--- config.mk ---
export PLATFORM = sky130hd
export DESIGN_NAME = cmos_dvp_capture
export DESIGN_NICKNAME = d
export VERILOG_FILES = /design/src/rtl/cmos_cap_pkg.sv /design/src/rtl/cmos_sync_edge.sv /design/src/rtl/cmos_dvp_capture.sv
export SDC_FILE = /design/constraint.sdc
export NUM_CORES = 1
export LEC_CHECK = 0
export ABC_AREA = 1
export ABC_CLOCK_PERIOD_IN_PS = 2000
export BUFFER_PORTS_ARGS = -buffer_cell sky130_fd_sc_hd__buf_2
export CAP_MARGIN = 20
export CORE_UTILIZATION = 35
export CTS_CLUSTER_DIAMETER = 30
export CTS_CLUSTER_SIZE = 14
export DETAILED_ROUTE_END_ITERATION = 16
export PLACE_DENSITY_LB_ADDON = 0.3
export SYNTH_ARGS = -nofsm -noshare
export SYNTH_HDL_FRONTEND = slang
export SYNTH_SLANG_ARGS = --single-unit
--- constraint.sdc ---
create_clock -name cmos_pclk -period 2 [get_ports cmos_pclk]
set_clock_uncertainty 0.1 [all_clocks]
set_input_delay 0.4 -clock cmos_pclk [delete_from_list [all_inputs] [get_ports cmos_pclk]]
set_output_delay 0.4 -clock cmos_pclk [all_outputs]
set_load 0.1 [all_outputs]
--- src/rtl/cmos_cap_pkg.sv ---
// Shared types and widths for the DVP capture block: FSM states, RGB565 layout, counter sizes.
package cmos_cap_pkg;

    typedef enum logic [1:0] {
        SYNC_WAIT = 2'd0,
        SKIP      = 2'd1,
        CAPTURE   = 2'd2
    } cap_state_e;

    localparam int R_W   = 5;
    localparam int G_W   = 6;
    localparam int B_W   = 5;
    localparam int PIX_W = R_W + G_W + B_W;
    localparam int X_W   = 11;
    localparam int Y_W   = 10;

endpackage

--- src/rtl/cmos_sync_edge.sv ---
// One-stage input register with polarity normalisation and a single edge detector (RISE selects which edge).
// Latency: act_o one cycle after the pin; edge_o valid in the same cycle as the act_o transition.
module cmos_sync_edge #(
    parameter bit ACT_HIGH = 1'b1,
    parameter bit RISE     = 1'b1
) (
    input  logic clk,
    input  logic rst,
    input  logic sig_i,
    output logic act_o,
    output logic edge_o
);

    logic act_q;
    logic prev_q;

    always_ff @(posedge clk) begin
        if (rst) begin
            act_q  <= 1'b0;
            prev_q <= 1'b0;
        end else begin
            act_q  <= sig_i ~^ ACT_HIGH;
            prev_q <= act_q;
        end
    end

    assign act_o  = act_q;
    assign edge_o = RISE ? (act_q & ~prev_q) : (~act_q & prev_q);

endmodule

--- src/rtl/cmos_dvp_capture.sv ---
// OV5640 8-bit DVP receiver: pairs bytes into RGB565, drops settling frames, checks line/frame geometry.
// Pixel strobe lands 2 cmos_pclk after the low byte; fifo_full drops pixels (sticky fifo_ovf), never stalls.
module cmos_dvp_capture
    import cmos_cap_pkg::*;
#(
    parameter int H_ACTIVE    = 800,
    parameter int V_ACTIVE    = 480,
    parameter int SKIP_FRAMES = 10,
    parameter bit VSYNC_POL   = 1'b1
) (
    input  logic             cmos_pclk,
    input  logic             rst,
    input  logic             cmos_vsync,
    input  logic             cmos_href,
    input  logic [7:0]       cmos_data,
    input  logic             fifo_full,
    input  logic             clr_err,
    output logic             pix_valid,
    output logic [PIX_W-1:0] pix_data,
    output logic             frame_start,
    output logic             frame_done,
    output logic [Y_W-1:0]   y_cnt,
    output logic             capturing,
    output logic             line_err,
    output logic             frame_err,
    output logic             fifo_ovf
);

    localparam int SK_W = (SKIP_FRAMES > 1) ? $clog2(SKIP_FRAMES) : 1;

    logic vs_act, vs_rise, href_act, href_fall;

    cmos_sync_edge #(.ACT_HIGH(VSYNC_POL), .RISE(1'b1)) u_vs_edge (
        .clk    (cmos_pclk),
        .rst    (rst),
        .sig_i  (cmos_vsync),
        .act_o  (vs_act),
        .edge_o (vs_rise)
    );

    cmos_sync_edge #(.ACT_HIGH(1'b1), .RISE(1'b0)) u_href_edge (
        .clk    (cmos_pclk),
        .rst    (rst),
        .sig_i  (cmos_href),
        .act_o  (href_act),
        .edge_o (href_fall)
    );

    cap_state_e       state_q, state_d;
    logic [SK_W-1:0]  skip_q, skip_d;
    logic [7:0]       data_q, hi_q, hi_d;
    logic             phase_q, phase_d;
    logic             in_line_q;
    logic [X_W-1:0]   x_q, x_d;
    logic [Y_W-1:0]   y_q, y_d, y_eff;
    logic             pix_vld_q, pix_vld_d;
    logic [PIX_W-1:0] pix_dat_q, pix_dat_d;
    logic             fs_pend_q, fs_pend_d;
    logic             fstart_q, fstart_d;
    logic             fdone_q, fdone_d;
    logic             line_err_q, line_err_d;
    logic             frame_err_q, frame_err_d;
    logic             ovf_q, ovf_d;
    logic             line_set, frame_set, ovf_set;
    logic             line_act, line_end;

    // A line byte is only accepted outside vsync; in_line_q lets a line that ends on a vs_rise still count.
    assign line_act = href_act & ~vs_act;
    assign line_end = href_fall & in_line_q;

    always_comb begin
        state_d   = state_q;
        skip_d    = skip_q;
        hi_d      = hi_q;
        phase_d   = 1'b0;
        x_d       = x_q;
        y_d       = y_q;
        y_eff     = y_q;
        pix_vld_d = 1'b0;
        pix_dat_d = pix_dat_q;
        fs_pend_d = fs_pend_q;
        fstart_d  = 1'b0;
        fdone_d   = 1'b0;
        line_set  = 1'b0;
        frame_set = 1'b0;
        ovf_set   = 1'b0;

        if (line_act) begin
            phase_d = ~phase_q;
            if (!phase_q) begin
                hi_d = data_q;
            end
        end

        unique case (state_q)
            SYNC_WAIT: begin
                if (vs_rise) begin
                    if (SKIP_FRAMES == 0) begin
                        state_d   = CAPTURE;
                        fs_pend_d = 1'b1;
                    end else begin
                        state_d = SKIP;
                        skip_d  = '0;
                    end
                end
            end
            SKIP: begin
                if (vs_rise) begin
                    if (skip_q == SK_W'(SKIP_FRAMES - 1)) begin
                        state_d   = CAPTURE;
                        fs_pend_d = 1'b1;
                    end else begin
                        skip_d = skip_q + 1'b1;
                    end
                end
            end
            CAPTURE: begin
                if (line_act && phase_q) begin
                    x_d = x_q + 1'b1;
                    if (fifo_full) begin
                        ovf_set = 1'b1;
                    end else begin
                        pix_vld_d = 1'b1;
                        pix_dat_d = {hi_q, data_q};
                        fstart_d  = fs_pend_q;
                        fs_pend_d = 1'b0;
                    end
                end
                if (line_end) begin
                    x_d      = '0;
                    line_set = (x_q != X_W'(H_ACTIVE)) || phase_q;
                    y_eff    = (y_q == '1) ? y_q : y_q + 1'b1;
                    y_d      = y_eff;
                end
                // The line closed on this cycle (if any) is already folded into y_eff.
                if (vs_rise) begin
                    if (y_eff == Y_W'(V_ACTIVE)) begin
                        fdone_d = 1'b1;
                    end else if (y_eff != '0) begin
                        frame_set = 1'b1;
                    end
                    y_d       = '0;
                    fs_pend_d = 1'b1;
                end
            end
            default: state_d = SYNC_WAIT;
        endcase

        line_err_d  = (line_err_q & ~clr_err) | line_set;
        frame_err_d = (frame_err_q & ~clr_err) | frame_set;
        ovf_d       = (ovf_q & ~clr_err) | ovf_set;
    end

    always_ff @(posedge cmos_pclk) begin
        if (rst) begin
            state_q     <= SYNC_WAIT;
            skip_q      <= '0;
            data_q      <= '0;
            hi_q        <= '0;
            phase_q     <= 1'b0;
            in_line_q   <= 1'b0;
            x_q         <= '0;
            y_q         <= '0;
            pix_vld_q   <= 1'b0;
            pix_dat_q   <= '0;
            fs_pend_q   <= 1'b0;
            fstart_q    <= 1'b0;
            fdone_q     <= 1'b0;
            line_err_q  <= 1'b0;
            frame_err_q <= 1'b0;
            ovf_q       <= 1'b0;
        end else begin
            state_q     <= state_d;
            skip_q      <= skip_d;
            data_q      <= cmos_data;
            hi_q        <= hi_d;
            phase_q     <= phase_d;
            in_line_q   <= line_act;
            x_q         <= x_d;
            y_q         <= y_d;
            pix_vld_q   <= pix_vld_d;
            pix_dat_q   <= pix_dat_d;
            fs_pend_q   <= fs_pend_d;
            fstart_q    <= fstart_d;
            fdone_q     <= fdone_d;
            line_err_q  <= line_err_d;
            frame_err_q <= frame_err_d;
            ovf_q       <= ovf_d;
        end
    end

    assign pix_valid   = pix_vld_q;
    assign pix_data    = pix_dat_q;
    assign frame_start = fstart_q;
    assign frame_done  = fdone_q;
    assign y_cnt       = y_q;
    assign capturing   = (state_q == CAPTURE);
    assign line_err    = line_err_q;
    assign frame_err   = frame_err_q;
    assign fifo_ovf    = ovf_q;

endmodule
[Yosys cells after proc, flatten, opt, wreduce, memory -nomap -nowiden]
Cells that the tools add are included.
Storage, ports and cells
  flip-flop bits (word level): 72
  output and inout port bits: 33
  word-level logic and storage cells: 103
Operators by class
  $add $sub $neg: 3
  bitwise operators: 20
  reduce and logical (&&, ||, !) cells: 17
  muxes and demuxes: 31
  equality and inequality tests: 12
Operators by type and width (number)
  2-to-1 mux 10 bit: 4
  2-to-1 mux 11 bit: 2
  2-to-1 mux 1 bit: 16
  2-to-1 mux 4 bit: 3
  adder 11 x 1 -> 11 bit (second input constant): 1
  inequality test 11 x 10 -> 1 bit (second input constant): 1
  adder 10 x 1 -> 10 bit (second input constant): 1
  == test 10 bit (second input constant): 1
  == test 10 x 9 -> 1 bit (second input constant): 1
  NOT 1 bit: 10
  nonzero test 10 bit: 1
  case mux 4 bit (2 select lines): 1
  AND reduction 4 bit: 2
  bitwise AND 1 bit: 7
  2-to-1 mux 2 bit: 3
  case mux 2 bit (3 select lines): 1
  nonzero test 2 bit: 3
  OR reduction 3 bit: 2
  AND reduction 5 bit: 1
  adder 4 x 1 -> 4 bit (second input constant): 1
  == test 4 bit (second input constant): 1
  inequality test 2 x 1 -> 1 bit (second input constant): 2
  inequality test 2 bit (second input constant): 2
  AND reduction 2 bit: 2
  12 further kinds: 14

[Longest topological paths before layout]
Gate-level depths: netlist of the first run.
  depth after elaboration: 11
  gate-level depth with buffers: 13
  gate-level depth less buffers: 13

[By module]
From an unflattened synthesis of the first run, not the netlist that was laid out.
Unflattened totals
  cell total of the unflattened synthesis: 437
  area total of the unflattened synthesis: 3216.8 µm²
Modules (own cells, without submodules)
  cmos_dvp_capture: cells an instance 422, instances 1, area an instance 3093.0 µm²
  cmos_sync_edge (u_href_edge): cells an instance 8, instances 1, area an instance 65.1 µm²
  cmos_sync_edge (u_vs_edge): cells an instance 7, instances 1, area an instance 58.8 µm²

[Worst setup path after synthesis of the first run]
OpenSTA, ideal clock, no wires.
  path kind: flip-flop to flip-flop
  start: register y_q[0], in the netlist y_cnt[0]
  end: register frame_err_q, in the netlist frame_err
  path slack: -0.572 ns
  path buffers: 0
  library setup time: 0.132 ns
  arrival time: 2.339 ns
  cell stages (with the launch flop): 11
  period minus slack after synthesis: 2.572 ns
  cells stage by stage: dfxtp_1 ha_1 nand3_2 nor2_4 nand2_4 nand2_2 o21ai_0 a21oi_1 nand3_2 nand3_1 a21oi_1
Between the ends
  word-level cells in the longest chain between the ends: 10
  elaborated cells between the ends (all ways): 12
  classes of those cells: add/sub: 1; eq/ne: 2; mux: 7; bitwise: 1; reduce/logical: 1
RTL lines
  from (decl): RTL line cmos_dvp_capture.sv:55  | logic [Y_W-1:0] y_q, y_d, y_eff;
  from (signal assigned): RTL line cmos_dvp_capture.sv:180  | y_q <= y_d;
  adder 10 x 1 -> 10 bit / == test 10 bit (equally long branches): RTL line cmos_dvp_capture.sv:132  | y_eff = (y_q == '1) ? y_q : y_q + 1'b1;
  2-to-1 mux 10 bit: RTL line cmos_dvp_capture.sv:132
  2-to-1 mux 10 bit (*)
  2-to-1 mux 10 bit (*): RTL line cmos_dvp_capture.sv:95  | unique case (state_q)
  nonzero test 10 bit: RTL line cmos_dvp_capture.sv:139  | end else if (y_eff != '0) begin
  2-to-1 mux 1 bit: RTL line cmos_dvp_capture.sv:139
  2-to-1 mux 1 bit (*): RTL line cmos_dvp_capture.sv:137  | if (y_eff == Y_W'(V_ACTIVE)) begin
  2-to-1 mux 1 bit (*): RTL line cmos_dvp_capture.sv:136  | if (vs_rise) begin
  2-to-1 mux 1 bit (*): RTL line cmos_dvp_capture.sv:95
  bitwise OR 1 bit (*): RTL line cmos_dvp_capture.sv:150  | frame_err_d = (frame_err_q & ~clr_err) | frame_set;
  to (signal assigned): RTL line cmos_dvp_capture.sv:187  | frame_err_q <= frame_err_d;
  to (decl): RTL line cmos_dvp_capture.sv:62  | logic frame_err_q, frame_err_d;
Every way passes the cells marked *; elsewhere a longest branch is shown, timed or not. The select of a mux whose other input is x is not followed.
A chain may end at the register's enable or synchronous reset.

[Worst setup path in the final report of the first run]
  start: register state_q[0]
  end: output capturing
Between the ends
  word-level cells in the longest chain between the ends: 1
RTL lines
  from (decl): RTL line cmos_dvp_capture.sv:49  | cap_state_e state_q, state_d;
  from (signal assigned): RTL line cmos_dvp_capture.sv:173  | state_q <= state_d;
  == test 2 bit: RTL line cmos_dvp_capture.sv:197  | assign capturing = (state_q == CAPTURE);
  to (decl): RTL line cmos_dvp_capture.sv:23  | output logic capturing,
No other way between the ends.

==> summary.txt, run 1 <==
Synthesis
  • Netlist cell types: 34
  • Adder-Cell Fraction of Synth Area: 3.11%
  • XOR/XNOR Fraction of Synth Area: 1.09%
  • Post-synth EDFFs: 0
  • Synth top area share: 44.8%
  • Cell taking the most area after synthesis: dfxtp_1
  • Most common cell in the netlist: dfxtp_1
  • Flop and latch count out of synthesis: 72
  • Post-synthesis mux area share: 0%
  • Largest family of logic cells by synthesized area: simple AND/OR/NAND/NOR gates
  • Commonest cells post-synth: dfxtp_1 (72), nand2_1 (66), inv_1 (60), nor2_1 (53), a21oi_1 (39)
  • Warnings, synthesis: 0
  • Fraction of registers with async set/reset: 0%
  • Compound-gate portion of the synthesized area: 13.8%
  • Dominant synthesized flop cell: dfxtp_1
  • Post-Syn Area: around 3200 µm²
  • Largest cells by area after synthesis: dfxtp_1 (45%), nand2_1 (7.7%), inv_1 (7.0%)
  • Synthesized area per cell: roughly 7.5 µm²
  • Mapped Nets: 450
  • Sequential share of the synthesized area: roughly 45%
  • Post-Synth Simple-Gate Area: between 20% and 30%
  • Synthesized instance count: 428

Route
  • DR WL/cell: around 12 µm
  • Detailed Routing Iterations Pass 1: 10
  • 1st-iter DRT viols: ~100
  • Remaining DRCs: 1
  • Drt via density: 4.75
  • Routed wire length: between 6000 and 7000 µm
  • Antenna-violating nets left: 0
  • Via count: 2834

Hold path
  • Hold Crit Class: in -> reg

Critical path
  • Critical Path End Type: output pin
  • CP max FO: 4
  • Required time of the critical path: 1.50 ns
  • CP Class: reg -> out
  • Worst endpoint data arrival time: approximately 1.4 ns
  • CP Launch Type: flop

Timing
  • Fin crit share: 95.7%
  • Worst Tran Pin Value: ~0.49 ns
  • Worst hold margin: 0.144 ns
  • FMAX: 523 MHz
  • Crit path time final: between 1.5 and 2 ns
  • Final setup margin: 0.0869 ns
  • Final hold vios: 0
  • Final Slew Violations: 0
  • Final Setup Violations: 0
  • Slew HR: 67.4%

Pwr
  • Comb pwr share: 14.7%
  • Cell Pwr Density: 789 nW/µm²
  • Internal power: 2.09 mW
  • Power Total: 3.05 mW
  • Maximum VDD drop: 0.327 mV
  • P_sw: 0.951 mW
  • Clock power frac: 35.7%
  • Switching Fraction: 31.2%
  • Pleak: around 1.7 nW
  • Sequential share of power: 49.6%

Placement
  • Placed inst area: 3620 µm²
  • IO Port Bufs: between 40 and 50
  • Gpl congestion: 0.807
  • Worst slack, placed: 0.0692 ns
  • Post-DP HPWL: 4810 µm

Layout
  • Area grow syn2layout: 20.0%
  • Final core occ: 43.8%
  • Ant. Diodes: 0
  • Fin nets: 506
  • Share of cells above drive strength 1: 23.3%
  • Final instance area: 3860 µm²

Die
  • Die area: 9580 µm²
  • I/O pin cnt: 47
  • Core ar.: 8810 µm²
  • Die Y: 97.9 µm
  • Die width: 97.9 µm
  • Initial core utilization: a little over a third
  • Row cnt: 34

Outcome
  • Status: finished with violations
  • Violated checks: design-rule violations

Global routing
  • Global route overflow: 0
  • Pin count of the biggest net entering global routing: 35
  • All-Layer GR Usage: 15.3%
  • Initial antenna violation count: 0
  • Vias in the first global route: 2694
  • First-pass GRT wire length: 12000 µm

CTS
  • Root Driver: clkbuf_8
  • # clock sinks: 72
  • CTS Buffer Depth: 2
  • Clock-pin slew on the worst setup and hold paths: 0.09 ns
  • CTS tree: done
  • Post-CTS Hold Fix Bufs: 0
  • Num CTS Buffers: 9
  • Max H-tree Level: 3
  • Clk Latency, worst-skew pair: approximately 0.35 ns

Flow run
  • Max-cap violations: 0
[sequential cells by signal, summed over array words and instances (netlist names), 2 cells and up]
register and flops:
data_q 8, hi_q 8, pix_data 16, skip_q 4, state_q 2, x_q 11, y_cnt 10
[per-stage QoR]
stage	setup TNS, ns	instances
2_1_floorplan	0	428
3_3_place_gp	0	578
3_5_place_dp	0	578
4_1_cts	0	594
5_1_grt	-0.00143	597
6_report	0	597
[critical path, stage by stage, from the launching register on]
cell and delay, ns:
dfxtp_1 0.32, inv_1 0.14, ha_4 0.19, buf_2 0.42
[cell type report]
class / instances / area, µm²
Multi-Input combinational cell: 279 / 1510
Clock inverter: 7 / 62.6
Fill cell: 901 / 4950
Tap cell: 108 / 135
Clock buffer: 9 / 124
Sequential cell: 72 / 1460
Inverter: 65 / 244
Timing Repair Buffer: 57 / 325
[kinds of logic (layout without fill, tap and decap cells)]
logic type | Yosys count | after routing
simple gates | 183 | 183
fa+ha+maj | 8 | 8
buf+inv | 77 | 138
xor+xnor | 4 | 4
compound gates | 84 | 84
flops | 72 | 72
[placed cells by master, fill, tap and decap left out, types with 2 or more instances in the layout]
master / instances
nor2_4: 6
xnor2_1: 2
a31oi_1: 3
dfxtp_1: 62
nand2_2: 4
nor3_1: 5
ha_4: 2
clkbuf_8: 9
nor2_2: 3
nand2_4: 3
dfxtp_2: 8
a21oi_1: 39
nand3_2: 4
ha_1: 6
nand2_1: 66
clkinv_4: 2
a211oi_1: 2
nand3_1: 21
inv_8: 2
nor4_2: 2
dfxtp_4: 2
buf_2: 46
o21ai_0: 35
buf_4: 10
nor2_1: 53
nand4_1: 11
clkinv_1: 2
o21a_1: 2
xor2_1: 2
inv_1: 60
inv_2: 3
[layer usage]
layer  part of all wire (%)  track usage [%]  vias up
met5                      0                0        -
met1                     46             18.8     1270
met3                    5.6             4.22        4
li1                       -                -     1492
met4                   0.84             6.29        0
met2                     47             25.3       68
[power groups by stage]
stage	Combinational, mW	Clock, mW	Sequential [mW]
after floorplan	0.335	0	1.55
after global placement	0.447	0	1.54
after detailed placement	0.449	0	1.54
after CTS	0.454	1.12	1.51
after global routing	0.506	1.20	1.52
final	0.448	1.09	1.51
[final timing paths]
kind              slack [ns]        end            start  cells past startpoint
hold reg to reg         0.34  in_line_q  u_vs_edge.act_o                      1
setup reg to reg        0.12     x_q[8]       state_q[0]                     11
hold / removal          0.14  data_q[5]     cmos_data[5]                      3
setup / recovery        0.09  capturing       state_q[0]                      3
[timing repair]
item / in CTS / in global routing
setup buffers: 0 / 3
resized for setup: 0 / 3
endpoints found under the setup margin: 0 / 4
Note: power is estimated with default switching activity, not from simulation.
==> run 2, diff against run 1 <==
- ABC_CLOCK_PERIOD_IN_PS: 2000 -> 2310
- clock period: 2 -> 2.31 ns (I/O delays scaled with it)
==> summary.txt, run 2 (synthesis results as in run 1) <==
Outcome
  • Status: finished, final reports clean (was finished with violations)

Timing
  • FMAX: 472 MHz
  • Final Setup Violations: 0 (unchanged)
  • Fin crit share: 91.7%
  • Worst Tran Pin Value: 0.693 ns (was 0.492 ns)
  • Final hold vios: 0 (unchanged)
  • Worst hold margin: 0.223 ns (was 0.144 ns)
  • RSZ-0062 raised after global routing: no
  • Slew HR: 53.6% (was 67.4%)
  • Crit path time final: 2.12 ns
  • Final Slew Violations: 0 (unchanged)
  • Final setup margin: 0.192 ns (was 0.0869 ns)

CTS
  • Post-CTS Hold Fix Bufs: 0 (unchanged)
  • # clock sinks: 72 (unchanged)
  • Max H-tree Level: 3 (unchanged)
  • Clock-pin slew on the worst setup and hold paths: 0.08 ns (was 0.09 ns)
  • CTS tree: done (unchanged)
  • Post-CTS Setup Inserts: 0 (unchanged)
  • CTS Buffer Depth: 2 (unchanged)
  • Root Driver: clkbuf_8 (unchanged)
  • Num CTS Buffers: 9 (unchanged)
  • Clk Latency, worst-skew pair: 0.33 ns (was 0.35 ns)
  • PostCTS Resize Cnt: 0 (unchanged)

Critical path
  • Worst Path Buf+Inv: 2 (unchanged)
  • Critical Path End Type: flop (was output pin)
  • Critical Path Start: state_q[0] (unchanged)
  • Crit path depth: 8 (was 3)
  • Worst endpoint data arrival time: 2.27 ns (was 1.41 ns)
  • Reg-to-reg startpoint: state_q[0] (unchanged)
  • CP Launch Type: flop (unchanged)
  • Worst R2R End: fs_pend_q (was x_q[8])
  • Critical Path End: fs_pend_q (was capturing)
  • Reg2Reg Setup Slack: 0.19 ns (was 0.12 ns)
  • Register-to-Register Path Depth: 8 (was 11)
  • Top delay family on crit path: simple AND/OR/NAND/NOR gates (was buffers and inverters)
  • CP Class: reg -> reg (was reg -> out)
  • Required time of the critical path: 2.47 ns (was 1.50 ns)
  • Crit-path cells: inv_1 > ha_2 > inv_2 > nor2_1 > o21ai_0 > o2111ai_1 > nor3_1 > a211oi_1 (was inv_1 > ha_4 > buf_2)
  • CP max stage cell: nor2_1 (was buf_2)
  • CP max FO: 16 (was 4)
  • CP max stage delay: 0.58 ns (was 0.42 ns)

Layout
  • Commonest non-fill, non-tap cells in the layout: dfxtp_1 (69), nand2_1 (66), inv_1 (60) (was nand2_1 (66), dfxtp_1 (62), inv_1 (60))
  • Area grow syn2layout: 16.2% (was 20.0%)
  • Fin nets: 498 (was 506)
  • Ant. Diodes: 0 (unchanged)
  • Most common cell after layout, fill and taps aside: dfxtp_1 (was nand2_1)
  • Share of cells above drive strength 1: 20.4% (was 23.3%)
  • Max FFs per register: 16 (unchanged)

Route
  • Remaining DRCs: 0 (was 1)
  • Antenna-violating nets left: 0 (unchanged)
  • Detailed Routing Iterations Pass 1: 4 (was 10)
  • 1st-iter DRT viols: 142 (was 104)
  • Routed wire length: 6640 µm (was 6870 µm)
  • DR WL/cell: 11.3 µm (was 11.5 µm)
  • Via count: 2786 (was 2834)
  • Drt via density: 4.73 (was 4.75)

Flow run
  • Max-cap violations: 0 (unchanged)

Global routing
  • All-Layer GR Usage: 14.5% (was 15.3%)
  • First-pass GRT wire length: 11400 µm (was 12000 µm)
  • Initial antenna violation count: 0 (unchanged)
  • Global route overflow: 0 (unchanged)
  • Pin count of the biggest net entering global routing: 35 (unchanged)
  • Vias in the first global route: 2490 (was 2694)

Die
  • Core ar.: 8810 µm² (unchanged)
  • Row cnt: 34 (unchanged)
  • Die width: 97.9 µm (unchanged)
  • Initial core utilization: 36.5% (unchanged)
  • I/O pin cnt: 47 (unchanged)
  • Die Y: 97.9 µm (unchanged)
  • Die area: 9580 µm² (unchanged)

Placement
  • Worst slack, placed: 0.217 ns (was 0.0692 ns)
  • Gpl congestion: 0.851 (was 0.807)
  • IO Port Bufs: 46 (unchanged)
  • Post-DP HPWL: 4850 µm (was 4810 µm)

Pwr
  • Pleak: 1.66 nW (was 1.72 nW)
  • Cell Pwr Density: 682 nW/µm² (was 789 nW/µm²)
  • Power Total: 2.55 mW (was 3.05 mW)
  • Maximum VDD drop: 0.493 mV (was 0.327 mV)

Hold path
  • Hold Crit Class: in -> reg (unchanged)
==> run 2: cell type report <==
cell class / count / area [µm²]
fill: 911 / 5070
multi-input combinational: 279 / 1480
sequential: 72 / 1450
timing repair buffer: 49 / 253
inverter: 65 / 244
clock buffer: 10 / 138
tap: 108 / 135
clock inverter: 6 / 43.8
==> run 2: worst reg2reg max path, cell delays in order, from the launching register on <==
cell	delay, ns
dfxtp_1	0.31
inv_1	0.09
ha_2	0.23
inv_2	0.14
nor2_1	0.58
o21ai_0	0.20
o2111ai_1	0.16
nor3_1	0.07
a211oi_1	0.16
==> run 2: power breakdown <==
group / switching [mW] / internal, mW / total, mW
Clock: 0.468 / 0.422 / 0.890
Sequential: 0.0201 / 1.29 / 1.31
Combinational: 0.258 / 0.0949 / 0.353
==> run 2: per-stage QoR <==
stage	instances	cell area (µm²)	util, %	setup TNS (ns)
6_report	589	3740	42.5	0
3_3_place_gp	573	3560	40.4	0
2_1_floorplan	428	3220	-	-0.0444
3_5_place_dp	573	3560	40.4	0
4_1_cts	589	3740	42.5	0
5_1_grt	589	3740	42.5	0
==> run 2: how the worst min path moves through the flow <==
stage / from / to / slack [ns] / cells after the start
final: cmos_data[4] / data_q[4] / 0.22 / 3
after global routing: cmos_data[1] / data_q[1] / 0.21 / 3
after CTS: cmos_data[4] / data_q[4] / 0.21 / 3
after detailed placement: u_vs_edge.act_o / in_line_q / 0.32 / 1
after global placement: u_vs_edge.act_o / in_line_q / 0.32 / 1
after floorplan: u_vs_edge.act_o / in_line_q / 0.30 / 1
==> run 2: routing by layer <==
| metal | wire length (µm) | global-route usage (%) | vias up | share of wire (%) |
|---|---|---|---|---|
| met5 | 0 | 0 | - | 0 |
| met2 | 2990 | 23.1 | 47 | 45 |
| li1 | - | - | 1477 | - |
| met3 | 287 | 3.72 | 10 | 4.3 |
| met4 | 78 | 5.24 | 0 | 1.2 |
| met1 | 3280 | 18.9 | 1252 | 49 |
==> run 3, diff against run 2 <==
- CTS_BUF_LIST: unset -> sky130_fd_sc_hd__clkbuf_16
==> summary.txt, run 3 (synthesis results as in run 1) <==
Die
  • I/O pin cnt: 47 (unchanged)
  • Die area: 9580 µm² (unchanged)
  • Initial core utilization: 36.5% (unchanged)
  • Die Y: 97.9 µm (unchanged)
  • Core ar.: 8810 µm² (unchanged)
  • Row cnt: 34 (unchanged)
  • Die width: 97.9 µm (unchanged)

CTS
  • # clock sinks: 72 (unchanged)
  • Clock-pin slew on the worst setup and hold paths: 0.06 ns (was 0.08 ns)
  • CTS tree: done (unchanged)
  • Post-CTS Hold Fix Bufs: 0 (unchanged)
  • Clk Latency, worst-skew pair: 0.32 ns (was 0.33 ns)
  • Root Driver: clkbuf_16 (was clkbuf_8)
  • Post-CTS Setup Inserts: 0 (unchanged)
  • CTS Buffer Depth: 2 (unchanged)
  • PostCTS Resize Cnt: 0 (unchanged)
  • Num CTS Buffers: 9 (unchanged)
  • Max H-tree Level: 3 (unchanged)

Layout
  • Final Non-Filler Cells: 589 (unchanged)
  • Max FFs per register: 16 (unchanged)
  • Filler cells: 904 (was 911)
  • Final core occ: 43.5% (was 42.5%)
  • Area grow syn2layout: 19.1% (was 16.2%)
  • Ant. Diodes: 0 (unchanged)
  • Final instance area: 3830 µm² (was 3740 µm²)
  • Share of cells above drive strength 1: 20.2% (was 20.4%)
  • Multi-input gate area: 1480 µm² (unchanged)
  • Commonest non-fill, non-tap cells in the layout: dfxtp_1 (69), nand2_1 (66), inv_1 (60) (unchanged)
  • Fin nets: 498 (unchanged)
  • FF+latch area: 1450 µm² (unchanged)
  • Most common cell after layout, fill and taps aside: dfxtp_1 (unchanged)

Hold path
  • Hold Crit Class: in -> reg (unchanged)
  • Hold path start: cmos_data[3] (was cmos_data[4])
  • Hold Path Stages: 3 (unchanged)
  • Worst Hold Endpoint: data_q[3] (was data_q[4])

Route
  • Routed wire length: 6700 µm (was 6640 µm)
  • Detailed Routing Iterations Pass 1: 4 (unchanged)
  • Antenna-violating nets left: 0 (unchanged)
  • Drt via density: 4.72 (was 4.73)
  • 1st-iter DRT viols: 122 (was 142)
  • Via count: 2783 (was 2786)
  • Remaining DRCs: 0 (unchanged)
  • DR WL/cell: 11.4 µm (was 11.3 µm)

Timing
  • Final setup margin: 0.220 ns (was 0.192 ns)
  • Worst hold margin: 0.237 ns (was 0.223 ns)
  • Final Slew Violations: 0 (unchanged)
  • RSZ-0062 raised after global routing: no (unchanged)
  • FMAX: 478 MHz (was 472 MHz)
  • Crit path time final: 2.09 ns (was 2.12 ns)
  • Final setup TNS: 0 ns (unchanged)
  • Final Setup Violations: 0 (unchanged)
  • Fin crit share: 90.5% (was 91.7%)
  • Worst Tran Pin Value: 0.655 ns (was 0.693 ns)
  • Slew HR: 56.2% (was 53.6%)
  • Final hold vios: 0 (unchanged)

Critical path
  • CP Launch Type: flop (unchanged)
  • Worst endpoint data arrival time: 2.23 ns (was 2.27 ns)
  • Reg-to-reg startpoint: state_q[0] (unchanged)
  • CP Class: reg -> reg (unchanged)
  • Required time of the critical path: 2.45 ns (was 2.47 ns)
  • Register-to-Register Path Depth: 8 (unchanged)
  • Worst R2R End: fs_pend_q (unchanged)
  • Reg2Reg Setup Slack: 0.22 ns (was 0.19 ns)
  • Critical Path Start: state_q[0] (unchanged)
  • CP max FO: 16 (unchanged)
  • Critical Path End Type: flop (unchanged)

Placement
  • Gpl congestion: 0.851 (unchanged)
  • Post-DP HPWL: 4850 µm (unchanged)
  • Worst slack, placed: 0.217 ns (unchanged)
  • Placed inst area: 3560 µm² (unchanged)
  • IO Port Bufs: 46 (unchanged)
  • Placed Instances: 573 (unchanged)

Global routing
  • Vias in the first global route: 2551 (was 2490)
  • All-Layer GR Usage: 14.7% (was 14.5%)
  • First-pass GRT wire length: 11600 µm (was 11400 µm)
  • Pin count of the biggest net entering global routing: 35 (unchanged)
  • Global route overflow: 0 (unchanged)
  • Initial antenna violation count: 0 (unchanged)

Pwr
  • Pleak: 1.70 nW (was 1.66 nW)
  • Power Total: 2.89 mW (was 2.55 mW)
  • Cell Pwr Density: 756 nW/µm² (was 682 nW/µm²)
  • Maximum VDD drop: 0.607 mV (was 0.493 mV)

Flow run
  • Max-cap violations: 0 (unchanged)

Outcome
  • Status: finished, final reports clean (unchanged)
## run 3: critical path, stage by stage (launching register included)
cell and delay [ns]:
dfxtp_1 0.31, inv_1 0.09, ha_2 0.23, inv_2 0.14, nor2_1 0.55, o21ai_0 0.20
o2111ai_1 0.16, nor3_1 0.07, a211oi_1 0.16
## run 3: worst max path at each step
stage	endpoint	slack, ns	cells after the start
global placement	pix_data[5]	0.28	9
global route	fs_pend_q	0.004	8
CTS	fs_pend_q	0.20	8
finish	fs_pend_q	0.22	8
detailed placement	pix_data[6]	0.22	9
floorplan	frame_err	-0.04	9
## run 3: final cells by class
class / instances / area share (%)
clock inverter: 7 / 1.24
inverter: 65 / 6.37
timing repair buffer: 49 / 6.60
clock buffer: 9 / 5.88
tap: 108 / 3.53
multi-input combinational: 279 / 38.6
sequential: 72 / 37.7
## run 3: layer usage
| layer | up-vias | wire length [µm] | global-route usage, % |
|---|---|---|---|
| met2 | 47 | 3070 | 23.8 |
| met3 | 8 | 295 | 3.44 |
| li1 | 1474 | - | - |
| met5 | - | 0 | 0 |
| met4 | 0 | 86 | 6.18 |
| met1 | 1254 | 3240 | 18.8 |
## run 3: power by group
group,internal (mW),switching [mW]
Clock,0.725,0.507
Combinational,0.0949,0.258
Sequential,1.29,0.0200
